[config.mk]
export PLATFORM = sky130hd
export DESIGN_NAME = div_dec
export DESIGN_NICKNAME = d
export VERILOG_FILES = /design/src/rtl/div_dec.sv
export SDC_FILE = /design/constraint.sdc
export NUM_CORES = 1
export LEC_CHECK = 0
export ABC_CLOCK_PERIOD_IN_PS = 10050
export CORE_MARGIN = 2
export CORE_UTILIZATION = 35
export DETAILED_ROUTE_END_ITERATION = 6
export SLEW_MARGIN = 10
export SYNTH_ARGS = -nofsm -noshare
export SYNTH_HDL_FRONTEND = slang
export SYNTH_SLANG_ARGS = --single-unit
[constraint.sdc]
create_clock -name clk -period 10.05 [get_ports clk]
set_input_delay 3.015 -clock clk [delete_from_list [all_inputs] [get_ports clk]]
set_output_delay 3.015 -clock clk [all_outputs]
set_load 0.1 [all_outputs]
[src/rtl/div_dec.sv]
// ---------------------------------------------------------------------------
// div_dec -- sequential decimal long divider.
//
// Divides an 8-digit decimal dividend by a 4-digit decimal divisor using
// restoring long division one decimal digit at a time. Each quotient digit is
// found by up to nine trial subtractions of the binary divisor from a binary
// partial remainder. Operands are captured when start is accepted, so the
// input ports may change freely while an operation runs.
//
// Ports
//   clk            rising-edge clock
//   rst_n          asynchronous active-low reset
//   start          request a division (sampled only while idle)
//   z0..z7         dividend digits, z0 most significant (signed W)
//   x0..x3         divisor digits, x0 most significant (signed W)
//   q0..q7         quotient digits, q0 most significant (registered)
//   r0..r3         remainder digits, r0 most significant (registered)
//   busy           high while an operation is in progress
//   done           one-cycle pulse in the first idle cycle after results land
//   err            registered error flag of the last operation
//
// Fixed timing: a valid operation keeps busy high for 82 cycles
// (LOAD + 8 x (SHIFT + 9 x SUB) + FIN); an operation with a bad operand
// goes LOAD -> FIN and takes 2 cycles.
// ---------------------------------------------------------------------------
module div_dec #(
    parameter int W  = 32,
    parameter int ND = 8
) (
    input  logic                clk,
    input  logic                rst_n,
    input  logic                start,
    input  logic signed [W-1:0] z0,
    input  logic signed [W-1:0] z1,
    input  logic signed [W-1:0] z2,
    input  logic signed [W-1:0] z3,
    input  logic signed [W-1:0] z4,
    input  logic signed [W-1:0] z5,
    input  logic signed [W-1:0] z6,
    input  logic signed [W-1:0] z7,
    input  logic signed [W-1:0] x0,
    input  logic signed [W-1:0] x1,
    input  logic signed [W-1:0] x2,
    input  logic signed [W-1:0] x3,
    output logic signed [W-1:0] q0,
    output logic signed [W-1:0] q1,
    output logic signed [W-1:0] q2,
    output logic signed [W-1:0] q3,
    output logic signed [W-1:0] q4,
    output logic signed [W-1:0] q5,
    output logic signed [W-1:0] q6,
    output logic signed [W-1:0] q7,
    output logic signed [W-1:0] r0,
    output logic signed [W-1:0] r1,
    output logic signed [W-1:0] r2,
    output logic signed [W-1:0] r3,
    output logic                busy,
    output logic                done,
    output logic                err
);

    localparam logic [2:0] S_IDLE  = 3'd0;
    localparam logic [2:0] S_LOAD  = 3'd1;
    localparam logic [2:0] S_SHIFT = 3'd2;
    localparam logic [2:0] S_SUB   = 3'd3;
    localparam logic [2:0] S_FIN   = 3'd4;

    localparam logic signed [W-1:0] NINE = W'(9);

    logic [2:0]          state;

    logic signed [W-1:0] z_reg [ND];
    logic signed [W-1:0] x_reg [4];

    // Binary divisor (<= 9999) and partial remainder (<= 99999 after a shift)
    logic [13:0]         d_val;
    logic [16:0]         rem;
    logic [3:0]          cnt;
    logic [3:0]          sub_cyc;
    logic [2:0]          idx;
    logic [3:0]          q_acc [ND];
    logic                err_cond;

    logic signed [W-1:0] q_out [ND];
    logic signed [W-1:0] r_out [4];

    logic                load_bad;
    logic [13:0]         d_calc;
    logic [16:0]         shift_val;
    logic [16:0]         rem_sub;
    logic                rem_ge;
    logic [3:0]          cnt_next;

    function automatic logic digit_ok(input logic signed [W-1:0] v);
        return !v[W-1] && (v <= NINE);
    endfunction

    // Operand validation and binary divisor formation from the captured
    // digits. Only the low nibble feeds the divisor; out-of-range digits
    // are flagged by load_bad and never reach the datapath.
    always_comb begin
        load_bad = 1'b0;
        for (int i = 0; i < ND; i++) begin
            if (!digit_ok(z_reg[i])) load_bad = 1'b1;
        end
        for (int i = 0; i < 4; i++) begin
            if (!digit_ok(x_reg[i])) load_bad = 1'b1;
        end
        d_calc = 14'(x_reg[0][3:0]) * 14'd1000
               + 14'(x_reg[1][3:0]) * 14'd100
               + 14'(x_reg[2][3:0]) * 14'd10
               + 14'(x_reg[3][3:0]);
        if (d_calc == 14'd0) load_bad = 1'b1;
    end

    // Datapath helpers: bring down the next dividend digit, and one trial
    // subtraction. Because rem < D before every shift, the shifted value
    // stays below 10*D, so nine trial cycles always suffice.
    always_comb begin
        shift_val = rem * 17'd10 + 17'(z_reg[idx][3:0]);
        rem_ge    = (rem >= 17'(d_val));
        rem_sub   = rem - 17'(d_val);
        cnt_next  = rem_ge ? cnt + 4'd1 : cnt;
    end

    assign busy = (state != S_IDLE);

    // Control sequencer. SUB always runs its full nine cycles regardless of
    // when the subtraction stops succeeding, which keeps latency fixed.
    always_ff @(posedge clk or negedge rst_n) begin
        if (!rst_n) begin
            state <= S_IDLE;
        end else begin
            case (state)
                S_IDLE:  if (start) state <= S_LOAD;
                S_LOAD:  state <= load_bad ? S_FIN : S_SHIFT;
                S_SHIFT: state <= S_SUB;
                S_SUB: begin
                    if (sub_cyc == 4'd8) state <= (idx == 3'd7) ? S_FIN : S_SHIFT;
                end
                S_FIN:   state <= S_IDLE;
                default: state <= S_IDLE;
            endcase
        end
    end

    // Operand capture on the accepting edge only.
    always_ff @(posedge clk or negedge rst_n) begin
        if (!rst_n) begin
            for (int i = 0; i < ND; i++) z_reg[i] <= '0;
            for (int i = 0; i < 4; i++)  x_reg[i] <= '0;
        end else if (state == S_IDLE && start) begin
            z_reg[0] <= z0;
            z_reg[1] <= z1;
            z_reg[2] <= z2;
            z_reg[3] <= z3;
            z_reg[4] <= z4;
            z_reg[5] <= z5;
            z_reg[6] <= z6;
            z_reg[7] <= z7;
            x_reg[0] <= x0;
            x_reg[1] <= x1;
            x_reg[2] <= x2;
            x_reg[3] <= x3;
        end
    end

    // Long-division datapath. The quotient digit written at SUB exit must
    // include the last trial cycle's outcome, hence cnt_next.
    always_ff @(posedge clk or negedge rst_n) begin
        if (!rst_n) begin
            d_val    <= '0;
            rem      <= '0;
            cnt      <= '0;
            sub_cyc  <= '0;
            idx      <= '0;
            err_cond <= 1'b0;
            for (int i = 0; i < ND; i++) q_acc[i] <= '0;
        end else begin
            case (state)
                S_LOAD: begin
                    err_cond <= load_bad;
                    d_val    <= d_calc;
                    rem      <= '0;
                    idx      <= '0;
                end
                S_SHIFT: begin
                    rem     <= shift_val;
                    cnt     <= '0;
                    sub_cyc <= '0;
                end
                S_SUB: begin
                    if (rem_ge) rem <= rem_sub;
                    cnt     <= cnt_next;
                    sub_cyc <= sub_cyc + 4'd1;
                    if (sub_cyc == 4'd8) begin
                        q_acc[idx] <= cnt_next;
                        idx        <= idx + 3'd1;
                    end
                end
                default: begin
                end
            endcase
        end
    end

    // Result registers: updated only in FIN so they hold across the next
    // operation until its own FIN. The remainder is below 10000, so the
    // constant divides yield single decimal digits.
    always_ff @(posedge clk or negedge rst_n) begin
        if (!rst_n) begin
            for (int i = 0; i < ND; i++) q_out[i] <= '0;
            for (int i = 0; i < 4; i++)  r_out[i] <= '0;
            err  <= 1'b0;
            done <= 1'b0;
        end else begin
            done <= (state == S_FIN);
            if (state == S_FIN) begin
                err <= err_cond;
                if (err_cond) begin
                    for (int i = 0; i < ND; i++) q_out[i] <= '0;
                    for (int i = 0; i < 4; i++)  r_out[i] <= '0;
                end else begin
                    for (int i = 0; i < ND; i++) q_out[i] <= W'(q_acc[i]);
                    r_out[0] <= W'(rem / 17'd1000);
                    r_out[1] <= W'((rem / 17'd100) % 17'd10);
                    r_out[2] <= W'((rem / 17'd10) % 17'd10);
                    r_out[3] <= W'(rem % 17'd10);
                end
            end
        end
    end

    assign q0 = q_out[0];
    assign q1 = q_out[1];
    assign q2 = q_out[2];
    assign q3 = q_out[3];
    assign q4 = q_out[4];
    assign q5 = q_out[5];
    assign q6 = q_out[6];
    assign q7 = q_out[7];
    assign r0 = r_out[0];
    assign r1 = r_out[1];
    assign r2 = r_out[2];
    assign r3 = r_out[3];

endmodule

# Word-level counts from Yosys, hierarchy flattened

Index checks and enable logic that the tools add are counted.

Add/subtract/negate cells: 8
Multipliers: 4
Div/mod/pow operators: 6
Magnitude comparators: 15
Equal/unequal tests: 9
Shifts and indexed selects: 0
Mux-type cells: 33
Bitwise logic cells: 1
Reductions and logical operators: 36

Operators with widths:

| operator               | number |
|---|---|
| $le 32x5->1 const B    | 12 |
| $mux 228               | 1 |
| $mux 128               | 1 |
| $bmux 32 s3            | 1 |
| $mod 32x4->32 const B  | 2 |
| $pmux 17 s3            | 1 |
| $bwmux 32              | 1 |
| $div 17x10->32 const B | 1 |
| $div 17x4->32 const B  | 1 |
| $div 17x7->32 const B  | 1 |
| $mod 17x4->32 const B  | 1 |
| $add 17x4->17          | 1 |
| $ge 17x14->1           | 1 |
| $mul 17x3->16 const B  | 1 |
| $mux 17                | 1 |
| $sub 17x14->17         | 1 |
| $mux 4                 | 4 |
| $pmux 4 s2             | 2 |
| $mux 3                 | 5 |
| $add 14x11->14         | 1 |
| $add 14x4->14          | 1 |
| $add 14x8->14          | 1 |
| $logic_and 1x1->1      | 14 |
| $logic_not 14->1       | 1 |
| other kinds (22)       | 55 |

Register bits after elaboration: 848
Bits in latches: 0
Bits in writable memories: 0
Bits in read-only memories: 0
Input port bits: 387
Output and inout port bits: 387
Logic and storage cells: 153
Memories kept: 0

# Longest topological paths before layout

Word-level depth: 17
Gate-level depth with buffers: 44
Gate-level depth less buffers: 36

# Worst setup path after synthesis

OpenSTA, ideal clock, no wires.

Path type: reg2reg
From: reg rem[16]
To: reg r_out (netlist bit r2[13])
Setup time: 0.124 ns
Data arrival time: 8.307 ns
Required time: 9.926 ns
Slack: 1.619 ns
Cell stages (with the launch flop): 43
Path buffers: 8
Clock period less this slack: 8.431 ns
Cell sequence: dfrtp_1 > buf_2 > buf_4 > buf_4 > buf_4 > buf_2 > o21ai_0 > a21oi_1 > a31oi_1 > ha_1 > o32ai_2 > nand2_2 > o22a_1 > o221ai_1 > and2_1 > buf_2 > nand2_2 > a2111oi_4 > [7 not listed] > and4_1 > clkbuf_1 > nand4_1 > nand2_1 > inv_1 > ha_1 > inv_1 > nor2_1 > a41oi_2 > o211ai_1 > a2111oi_1 > o21ai_2 > xnor2_2 > and4bb_4 > nand2_2 > nand3_4 > nor3_1 > a211o_1

Longest elaborated chain between the ends: 3

Ends and longest elaborated chain:

| element                | RTL line | text |
|---|---|---|
| from (decl)            | 77       | `logic [16:0] rem;` |
| from (signal assigned) | 188      | `rem <= shift_val;` |
| from (signal assigned) | 193      | `if (rem_ge) rem <= rem_sub;` |
| $div 17x4->32          | 227      | `r_out[2] <= W'((rem / 17'd10) % 17'd10);` |
| $mod 32x4->32          | 227      |  |
| $mux 128               | 220      | `if (err_cond) begin` |
| to (decl)              | 85       | `logic signed [W-1:0] r_out [4];` |

Every way passes these cells.
A chain may end at the register's enable or synchronous reset.

# Worst setup path in the final report

From: reg rem[14]
To: reg r_out (netlist bit r2[3])

The elaborated chain is that of the path after synthesis.

==> impl_metrics.yaml <==
clock_network:
  htree_levels: 3
  hold_buffers: 0
  cts_buffer_depth: 3
  post-cts-setup-buffers: 0
  cts_tree: "yes"
  cts_root_buf: "clkbuf_16"
  cts_buffers: 68
  path_clk_slew_ns: 0.06
  cts.sinks: 600
  clk-insertion-delay-late_ns: 0.64
placed_design:
  dp_slack_ns: 0.575
  dpl.hpwl_um: 82300
  place.gp.congestion: 0.897
  portBuffers: 525
timing:
  fin_skew_ns: 0.0339
  setup_viol: 0
  slew_headroom_pct: 21.6
  setup_ws_ns: 0.909
  timing.final.crit_share_pct: 91.0
  hold_viol: 0
  fmax_ghz: 0.109
  slew_violations: 0
  fin_crit_ns: 9.14
  rsz0062_at_grt: "no"
  tightest_slew_ns: 1.17
  finalSetupTns_ns: 0
setup_path:
  cpMostUsedCell: "nand2_2"
  slowest_delay_ns: 0.67
  crit_slowest_cell: "dfrtp_1"
  crit_type: "reg2reg"
  arrival_ns: 9.69
  endpoint_kind: "register"
  critPathLaunchType: "register"
  crit_required_ns: 10.60
  cp_max_fo: 24
status:
  status: "completed"
global_routing:
  antenna_found_initial: 24
  track_usage_pct: 18.9
  grt_pass1_vias: 30300
  grt_max_degree: 161
  grt_pass1_wl_um: 172000
  gr-total-overflow: 0
synthesis:
  syn-mean-instance-area_sq_um: 9.90
  synthArstFlopShare_pct: 100
  synth_flop_cell: "dfrtp_1"
  yosys_warnings: 0
  synth-seq-cells: 600
  synth-edff-count: 0
  synth_commonest_cells: "dfrtp_1, mux2_2, nand2_1"
  synth_most_common_cell: "dfrtp_1"
  synth_top_area_share_pct: 38.9
  synth_cells: 3898
  synth_top_area_cell: "dfrtp_1"
  seq_area_frac_synth_pct: 38.9
  synth_cell_types: 139
  post_synth_main_area_contributors: "dfrtp_1, mux2_2, buf_4"
  synth_area_sq_um: 38600
power_and_ir_drop:
  leakage_nw: 19.5
  power_density_nw_per_um2: 370
  vdd_drop_max_v: 0.000353
floorplanning:
  core.rowCount: 121
  io_pins: 774
  die_x_um: 336
  die_h_um: 336
  start_util_pct: 35.3
  dieArea_sq_um: 113000
  core_sq_um: 109000
drt:
  wl_per_cell_um: 18.5
  drt_iter0_drc: 2224
  via_per_inst: 5.23
  drt_first_pass_iters: 7
  drc: 0
  finalWirelength_um: 109000
  vias: 30800
  ant_nets: 0
layout:
  syn_to_final_growth_pct: 21.0
  largest_reg_flops: 256
  n_fill_cell: 10700
  nets: 4878
  layout-drive-gt1-share_pct: 16.4
hold_path:
  hold_class: "reg2reg"
job:
  cap_violations: 0
==> kinds of logic (layout without fill, tap and decap cells) <==
group	after synthesis	after routing	share of synthesized area (%)
adder cells (fa/ha/maj)	145	145	5.03
AND/OR/NAND/NOR	1108	1108	14.8
flip-flops	600	600	38.9
XOR/XNOR	138	138	3.23
other	1	254	0.00972
multiplexers	440	440	13.0
AO/OA/AOI/OAI	894	894	16.6
buffers and inverters	572	835	8.34
==> through the flow <==
step / util [%] / hold WS, ns / instance area (sq um) / power [mW] / cells
final: 42.8 / 0.469 / 46700 / 17.3 / 5890
after global routing: 42.8 / 0.493 / 46700 / 18.7 / 5887
after CTS: 42.7 / 0.474 / 46700 / 17.3 / 5884
after detailed placement: 40.7 / 0.461 / 44400 / 14.7 / 5764
after global placement: 40.7 / 0.456 / 44400 / 14.8 / 5764
after floorplan: - / 0.450 / 39500 / 12.3 / 4145
==> critical path: cells and delay by family, from the launching register on <==
kind,cells,cell delay [ns]
AOI/OAI and AO/OA,15,4.02
and+or+nand+nor,13,2.71
buffers and inverters,4,0.72
DFF,1,0.67
adders and majority gates,2,0.50
xor gates and xnor gates,2,0.43
==> report_power, final <==
group	leakage, nW	internal [mW]	switching (mW)
logic	11.0	4.30	7.21
clock network	1.09	1.44	1.04
registers	7.43	2.94	0.357
total	19.5	8.67	8.61
==> placed cells by master, fill, tap and decap left out, drive strengths merged, types with 35 or more instances in the layout <==
| cell | synthesis | routed |
|---|---|---|
| dfrtp | 600 | 600 |
| and2 | 63 | 63 |
| xnor2 | 102 | 102 |
| o21ai | 227 | 227 |
| nand2b | 57 | 57 |
| clkbuf | 142 | 96 |
| a21oi | 163 | 163 |
| nor3 | 87 | 87 |
| clkdlybuf4s50 | 0 | 523 |
| conb | 1 | 248 |
| buf | 311 | 73 |
| nor4 | 108 | 108 |
| nand2 | 305 | 305 |
| a21o | 60 | 60 |
| nand3 | 81 | 81 |
| mux2 | 408 | 408 |
| ha | 113 | 113 |
| o31ai | 35 | 35 |
| a211oi | 41 | 41 |
| xor2 | 36 | 36 |
| nand4 | 63 | 63 |
| nor2 | 208 | 208 |
| inv | 113 | 118 |
==> final cells by class <==
class                      instances  area [sq um]  area share, %
antenna                            6          15.0         0.0322
clock buffer                      96          1940           4.15
clock inverter                    24           283          0.606
inverter                         119           449          0.962
multi-input combinational       2973         21300           45.6
sequential                       600         15000           32.2
tap                             1476          1850           3.95
timing repair buffer             596          5840           12.5
==> final timing paths <==
| path | from | to | slack [ns] | cells after the start |
|---|---|---|---|---|
| min | r1[8] | r1[8] | 0.47 | 2 |
| max in group asynchronous | rst_n | z_reg[192] | 5.62 | 3 |
| max | rem[14] | r2[3] | 0.91 | 36 |
| min in group asynchronous | rst_n | z_reg[190] | 2.34 | 1 |
| max reg2reg | rem[14] | r2[3] | 0.91 | 36 |
| min reg2reg | r1[8] | r1[8] | 0.47 | 2 |
==> layer usage <==
metal  vias to the layer above  wire length (um)  share of wire, %  global-route usage [%]
li1                      14700                 -                 -                       -
met1                     15000             44800                41                    23.4
met2                       887             53500                49                    32.2
met3                       185              7960               7.3                    5.22
met4                        34              2470               2.3                    4.79
met5                         -               226              0.21                       0
==> repair_timing <==
item	CTS	global route
endpoints found under the hold margin	0	0
gates resized for setup	0	7
endpoints found under the setup margin	0	30
Power figures use the tool's default switching activity.
